[src/rtl/pipeline_stall_ctrl.sv]
// pipeline_stall_ctrl: hazard and stall sequencer for the 5-stage MIPS pipeline.
// Produces every stage-register write-enable and flush from four stall sources:
// data-memory freeze, mult/div wait, post-jump/branch fetch suppression and
// load-use. Decisions are Mealy (same cycle as the inputs). A 32-bit counter
// accumulates the cycles in which the PC was not written.
module pipeline_stall_ctrl #(
  // fetch-suppression cycles after a jump/branch leaves ID; legal 0..7
  parameter int unsigned JB_STALL_CYCLES = 1
) (
  input  logic        clk,
  input  logic        reset_n,
  input  logic        ID_Is_JB,
  input  logic [4:0]  ID_Rs,
  input  logic [4:0]  ID_Rt,
  input  logic        ID_Uses_Rt,
  input  logic        ID_EX_MemRead,
  input  logic [4:0]  ID_EX_Rt,
  input  logic        EX_MD_Start,
  input  logic        md_done,
  input  logic        mem_waitrequest,
  output logic        PC_Write,
  output logic        IF_ID_Write,
  output logic        ID_EX_Write,
  output logic        EX_MEM_Write,
  output logic        MEM_WB_Write,
  output logic        IF_ID_Flush,
  output logic        ID_EX_Flush,
  output logic        EX_MEM_Flush,
  output logic        Is_JB_stall,
  output logic [31:0] stall_cycles
);

  typedef enum logic [1:0] {
    RUN     = 2'd0,
    JB_WAIT = 2'd1,
    MD_WAIT = 2'd2
  } state_t;

  // One bundle for all stage controls so each stall flavour is a single constant.
  typedef struct packed {
    logic pc_w;
    logic if_id_w;
    logic id_ex_w;
    logic ex_mem_w;
    logic mem_wb_w;
    logic if_id_fl;
    logic id_ex_fl;
    logic ex_mem_fl;
  } ctrl_t;

  //                                    PC IF ID EX WB | fIF fID fEX
  localparam ctrl_t CTL_RUN    = 8'b1111_1000;
  localparam ctrl_t CTL_FREEZE = 8'b0000_0000;  // whole pipe holds, nothing flushed
  localparam ctrl_t CTL_MD     = 8'b0001_1001;  // front end holds, bubble into EX/MEM
  localparam ctrl_t CTL_JB     = 8'b0111_1100;  // PC holds, fetched slot squashed
  localparam ctrl_t CTL_LU     = 8'b0011_1010;  // PC + IF/ID hold, bubble into ID/EX

  localparam logic [2:0] JB_LOAD = 3'(JB_STALL_CYCLES);
  localparam logic       JB_EN   = (JB_STALL_CYCLES != 0);

  state_t      state, state_nxt;
  logic [2:0]  jb_cnt, jb_cnt_nxt;
  logic [31:0] stall_q;
  ctrl_t       ctl;
  logic        freeze, load_use, md_hold;

  // Hazard detection on the raw ID/EX fields.
  always_comb begin
    freeze   = mem_waitrequest;
    load_use = ID_EX_MemRead && (ID_EX_Rt != 5'd0) &&
               ((ID_EX_Rt == ID_Rs) || (ID_Uses_Rt && (ID_EX_Rt == ID_Rt)));
    // In MD_WAIT the hold lasts until done; elsewhere a start that is not
    // already done opens the wait. A start completing in its own cycle is free.
    if (state == MD_WAIT) md_hold = !md_done;
    else                  md_hold = EX_MD_Start && !md_done;
  end

  // Next-state and Mealy outputs, priority freeze > MD > JB_WAIT > load-use > JB.
  always_comb begin
    ctl        = CTL_RUN;
    state_nxt  = state;
    jb_cnt_nxt = jb_cnt;
    if (freeze) begin
      ctl = CTL_FREEZE;                 // everything, including jb_cnt, held
    end else if (md_hold) begin
      ctl       = CTL_MD;               // jb_cnt parked until the unit is done
      state_nxt = MD_WAIT;
    end else begin
      case (state)
        MD_WAIT: begin
          // done cycle runs with default controls, then resume any JB window
          state_nxt = (jb_cnt != 3'd0) ? JB_WAIT : RUN;
        end
        JB_WAIT: begin
          ctl        = CTL_JB;
          jb_cnt_nxt = jb_cnt - 3'd1;
          if (jb_cnt <= 3'd1) begin
            state_nxt  = RUN;
            jb_cnt_nxt = 3'd0;
          end
        end
        default: begin
          state_nxt = RUN;
          if (load_use) begin
            ctl = CTL_LU;
          end else if (ID_Is_JB && JB_EN) begin
            // this cycle proceeds so the delay slot is fetched
            state_nxt  = JB_WAIT;
            jb_cnt_nxt = JB_LOAD;
          end
        end
      endcase
    end
  end

  // State and JB countdown registers.
  always_ff @(posedge clk or negedge reset_n) begin
    if (!reset_n) begin
      state  <= RUN;
      jb_cnt <= 3'd0;
    end else begin
      state  <= state_nxt;
      jb_cnt <= jb_cnt_nxt;
    end
  end

  // Front-end stall counter; wraps naturally at 2^32.
  always_ff @(posedge clk or negedge reset_n) begin
    if (!reset_n)       stall_q <= 32'd0;
    else if (!ctl.pc_w) stall_q <= stall_q + 32'd1;
  end

  assign PC_Write     = ctl.pc_w;
  assign IF_ID_Write  = ctl.if_id_w;
  assign ID_EX_Write  = ctl.id_ex_w;
  assign EX_MEM_Write = ctl.ex_mem_w;
  assign MEM_WB_Write = ctl.mem_wb_w;
  assign IF_ID_Flush  = ctl.if_id_fl;
  assign ID_EX_Flush  = ctl.id_ex_fl;
  assign EX_MEM_Flush = ctl.ex_mem_fl;
  assign Is_JB_stall  = (state == JB_WAIT);
  assign stall_cycles = stall_q;

endmodule

[config.mk]
export PLATFORM = sky130hd
export DESIGN_NAME = pipeline_stall_ctrl
export DESIGN_NICKNAME = d
export VERILOG_FILES = /design/src/rtl/pipeline_stall_ctrl.sv
export SDC_FILE = /design/constraint.sdc
export NUM_CORES = 1
export LEC_CHECK = 0
export CORE_ASPECT_RATIO = 1.2
export CORE_UTILIZATION = 48
export CTS_BUF_LIST = sky130_fd_sc_hd__clkbuf_4 sky130_fd_sc_hd__clkbuf_8
export CTS_CLUSTER_DIAMETER = 60
export DETAILED_ROUTE_END_ITERATION = 8
export PLACE_DENSITY = 0.82
export SYNTH_ARGS = -nofsm -noshare
export SYNTH_HDL_FRONTEND = slang
export SYNTH_SLANG_ARGS = --single-unit
[constraint.sdc]
create_clock -name clk -period 2.6 [get_ports clk]
set_clock_uncertainty 0.15 [all_clocks]
set_input_delay 0.39 -clock clk [delete_from_list [all_inputs] [get_ports clk]]
set_output_delay 0.39 -clock clk [all_outputs]
set_load 0.01 [all_outputs]
# Word-level counts from Yosys, hierarchy flattened
# Index checks and enable logic that the tools add are counted.
dict set report word_totals {
  regBits 37
}
dict set report classes {
  add_sub_neg 2
  order_cmp 1
  n_eq_ne 6
  muxes 15
  n_bitwise 3
  n_reduce_logical 11
}
# op n
set ops {}
lappend ops {{$add A32 B1 Y32 const B} 1}
lappend ops {{$mux W8} 3}
lappend ops {{$pmux W8 S2} 1}
lappend ops {{$eq A5 B5 Y1} 2}
lappend ops {{$mux W3} 3}
lappend ops {{$pmux W3 S2} 1}
lappend ops {{$reduce_and A5 Y1} 1}
lappend ops {{$reduce_bool A5 Y1} 1}
lappend ops {{$logic_and A1 B1 Y1} 4}
lappend ops {{$mux W1} 4}
lappend ops {{$mux W2} 2}
lappend ops {{$pmux W2 S2} 1}
lappend ops {{$le A3 B1 Y1 const B} 1}
lappend ops {{$ne A3 B1 Y1 const B} 1}
lappend ops {{$not A1 Y1} 3}
lappend ops {{$reduce_bool A3 Y1} 1}
lappend ops {{$sub A3 B1 Y3 const B} 1}
lappend ops {{$eq A2 B1 Y1 const B} 1}
lappend ops {{$eq A2 B2 Y1 const B} 1}
lappend ops {{$ne A2 B2 Y1 const B} 1}
lappend ops {{$reduce_and A2 Y1} 1}
lappend ops {{$reduce_bool A2 Y1} 1}
lappend ops {{$logic_not A1 Y1} 1}
lappend ops {{$logic_or A1 B1 Y1} 1}

# Logic depth before layout (Yosys ltp)
dict set report depth {
  depth_word 8
  mapped_depth 10
  depth_no_buf 9
}

# Worst setup path before layout
# OpenSTA, ideal clock, no wires.
dict set report synth_timing {
  kind {register to register}
  startpoint {reg state[0]}
  endpoint {reg stall_q[1], in the netlist stall_cycles[1]}
  setup_time_ns 0.125
  arrival_ns 2.032
  slack_ns 0.293
  path_stages_with_launch 10
  n_path_buf 1
  synth_period_minus_slack_ns 2.307
  cell_sequence {dfrtp_1 -> inv_1 -> ha_1 -> o21bai_1 -> nand2_1 -> inv_1 -> o21ai_0 -> a31oi_2 -> buf_2 -> mux2_2}
}
dict set report synth_between {
  elab_chain_len 4
  elab_cells_between_ends 6
}
# item line_no
set synth_rtl {}
lappend synth_rtl {{start, declared} 61} ;# state_t state, state_nxt;
lappend synth_rtl {{start signal, assigned} 122} ;# state <= state_nxt;
lappend synth_rtl {{$eq A2 B1 Y1 / $eq A2 B2 Y1 (equally long branches)} {89, 74}}
lappend synth_rtl {{$pmux W8 S2 / $mux W1 (equally long branches)} {89, 74}}
lappend synth_rtl {{$mux W8 (*)} 85} ;# end else if (md_hold) begin
lappend synth_rtl {{$mux W8 (*)} 83} ;# if (freeze) begin
lappend synth_rtl {{net PC_Write} 21} ;# output logic PC_Write,
lappend synth_rtl {{end signal, assigned} 130} ;# else if (!ctl.pc_w) stall_q <= stall_q + 32'd1;
lappend synth_rtl {{end, declared} 63} ;# logic [31:0] stall_q;
# The timed path passes the listed nets; every way through them passes the cells marked *.
# A chain may end at the register's enable or synchronous reset.

# Worst setup path after layout
dict set report layout_timing {
  startpoint {in ID_EX_Rt[1]}
  endpoint {out PC_Write}
}
dict set report layout_between {
  elab_chain_len 8
  elab_cells_between_ends 11
}
# item line_no
set layout_rtl {}
lappend layout_rtl {{start, declared} 17} ;# input logic [4:0] ID_EX_Rt,
lappend layout_rtl {{$eq A5 B5 Y1} 71} ;# ((ID_EX_Rt == ID_Rs) || (ID_Uses_Rt && (ID_EX_Rt == ID_Rt)));
lappend layout_rtl {{$logic_and A1 B1 Y1} 71}
lappend layout_rtl {{$logic_or A1 B1 Y1} 71}
lappend layout_rtl {{$logic_and A1 B1 Y1 (*)} 70} ;# load_use = ID_EX_MemRead && (ID_EX_Rt != 5'd0) &&
lappend layout_rtl {{$mux W8 (*)} 104} ;# if (load_use) begin
lappend layout_rtl {{$pmux W8 S2 (*)} 89} ;# case (state)
lappend layout_rtl {{$mux W8 (*)} 85}
lappend layout_rtl {{$mux W8 (*)} 83}
lappend layout_rtl {{end, declared} 21}
# Every way passes the cells marked *; elsewhere a longest branch is shown, timed or not.

==> results.cfg <==
[worst_setup_path]
critical_path_required_ps = 2060
worst-setup-path-type = primary input to output pin
critical_path_arrival_ps = 1970
type_of_element_capturing_the_critical_path = output pin
cp-start-kind = primary input
critical_path.max_fanout = 4
reg2regPathDepth = 6

[sta]
timing_hold_violations_final = 0
timing.final.crit_share_pct = 96.5
grt_setup_unrepaired = false
postLayoutSetupSlackWorst_ps = 91.5
finalMaxSlewViolations = 0
timing.slew.headroom_pct = 45.6
maxClockFrequency_mhz = 399
timing_worst_slew_pin_value_ps = 817
final.min_clock_period_ps = 2510
setup_viol_count_final = 0

[run_status]
status = finished clean

[clocking]
numCtsBuffers = 5
cts.hold.buffers_added = 0
cts.path.max_buffers = 2
cts_tree = yes
ctsRootBufferMaster = clkbuf_8
clock_latency_ps = 290
maximum_level_of_the_cts_h_tree = 2
cts_num_sinks = 37
cts.clk_slew.worst_paths_ps = 80

[finish]
finalNetCount = 306
antenna_cells = 0
finalNonFillerCells = 333
syn_to_final_growth_pct = 42.6
fraction_of_the_core_area_covered_by_cells_at_the_end_of_the_flow_pct = 72.6
final_layout_size_suffix_gt1_share_pct = 12.9

[routing]
drt_first_pass_iters = 4
vias_per_cell = 5.38
highest_layer = met4
wl_met2_um = 2270
antenna_violating_nets_remaining = 0
avgRoutedWirePerCell_um = 13.3
via_count = 1790
remaining_drc_errors = 0
postRouteWirelength_um = 4420
m1WireLength_um = 1780
initialDrtViolationCount = 69
met3RoutedLength_um = 267

[global_route]
grt_pass1_wl_um = 7500
grt_pass1_vias = 1734
grt_antenna_before_repair = 0
maximum_number_of_pins_on_one_net_before_global_route_repair = 38
gr-total-overflow = 0
grt_util_all_layers_pct = 22.6

[yosys]
synth_area_leaders = dfrtp_1 45%, xor2_1 12%, xnor2_1 5.6%, nand2_1 3.3%, ha_1 3.1%
syn_area_sq_um = 2040
synth-warning-count = 0
postSynthAreaPerCell_sq_um = 10.1
yosys.area.top_type = dfrtp_1
syn_nets = 229
synth-seq-area-share_pct = 45.5
synth.distinct_cells = 38
postSynthRegisterBits = 37
synthCells = 201
yosys.area.top_type_share_pct = 45.5

[floorplan]
die_area_sq_um = 4510
fp-row-count = 25
die_w_um = 61.5
floorplan.core_area_sq_um = 4000
floorplan.die.height_um = 73.4
initial_core_util_pct = 50.9
number_of_top_level_design_ports = 64

[pwr]
p_leak_uw = 0.00116
power_density_nw_per_um2 = 669
max-vdd-ir-drop_mv = 0.345

[placed_design]
numPortBuffers = 63
placed_cells_incl_taps = 323
place.detailed.hpwl_um = 3200
gp_congestion = 0.820
place_ws_ps = -327

[job]
cap_violations = 0

[min_path]
hold_path_class = primary input to async pin
layout by cell type, fill, tap and decap left out, types with 5 or more instances in the layout:
cell type / count
buf_4: 13
clkbuf_8: 5
clkdlybuf4s50_1: 58
dfrtp_1: 37
ha_1: 5
inv_1: 10
nand2_1: 18
nand3_1: 9
nor2_1: 10
nor3_1: 11
nor4_1: 8
o21ai_0: 8
xnor2_1: 13
xor2_1: 28
final timing paths:
| kind | to | startpoint | slack, ps |
|---|---|---|---|
| worst min register to register | stall_cycles[11] | stall_cycles[11] | 340 |
| worst max register to register | stall_cycles[31] | stall_cycles[6] | 190 |
| max in group asynchronous | stall_cycles[4] | reset_n | 1750 |
| worst min-delay path | stall_cycles[15] | reset_n | 40 |
| worst max-delay path | PC_Write | ID_EX_Rt[1] | 90 |
| min in group clk | stall_cycles[11] | stall_cycles[11] | 340 |
per-stage QoR:
stage	power [uW]	area, sq um	setup TNS [ps]	hold WS, ps
2_1_floorplan	1210	2040	0	-55.6
3_3_place_gp	1530	2790	-4860	306
3_5_place_dp	1550	2790	-5730	331
4_1_cts	1960	2890	0	66.1
5_1_grt	2080	2910	0	95.5
6_report	1940	2910	0	36.0
logic make-up (layout without fill, tap and decap cells):
logic type / count (synthesis) / after routing / share of synthesized area, %
AND/OR/NAND/NOR: 79 / 79 / 23.0
AO/OA/AOI/OAI: 20 / 20 / 6.27
multiplexers: 2 / 2 / 1.04
adder cells (fa/ha/maj): 5 / 5 / 3.07
buffers and inverters: 17 / 95 / 3.56
XOR/XNOR: 41 / 41 / 17.6
flip-flops: 37 / 37 / 45.5
routing by layer:
metal	vias to the layer above	global-route usage [%]
met5	-	0
li1	856	-
met1	859	25.2
met3	9	6.87
met4	0	9.88
met2	66	39.1
critical path, cell delays in order:
cell and delay [ps]:
clkdlybuf4s50_1 410, or4_1 520, o21a_1 240, a31oi_4 240, clkbuf_2 160
cell usage after synthesis (all sizes together):
library cell,number
a21boi,1
a21oi,2
a22o,1
a31oi,2
and2,2
and3,2
and4,3
buf,5
clkbuf,2
dfrtp,37
ha,5
inv,10
mux2,1
mux2i,1
nand2,18
nand2b,1
nand3,9
nand4,4
nor2,10
nor3,11
nor3b,2
nor4,8
nor4b,6
o211ai,1
o21a,1
o21ai,8
o21bai,1
o22ai,2
o31ai,1
or3,2
or4,1
xnor2,13
xor2,28
report_power, final:
part / internal, uW / total (uW) / switching (uW)
combinational: 376 / 734 / 358
clock: 185 / 396 / 211
sequential: 687 / 814 / 127
repair_timing:
item                                    in CTS  in global routing
endpoints found under the setup margin       3                 11
pin swaps                                    1                  2
resized for setup                            6                 10
setup buffers                                1                  1
cell type report:
type / count / area, sq um
sequential: 37 / 926
tap: 54 / 67.6
inverter: 10 / 37.5
clock buffer: 5 / 68.8
timing repair buffer: 77 / 722
clock inverter: 3 / 17.5
multi-input combinational: 147 / 1070
fill: 337 / 1100
state kept, by name, indices dropped and copies added, names as in the netlist:
signal / cells
state: 2
stall_cycles: 32
jb_cnt: 3
No activity file was read; power rests on OpenSTA's default activity.
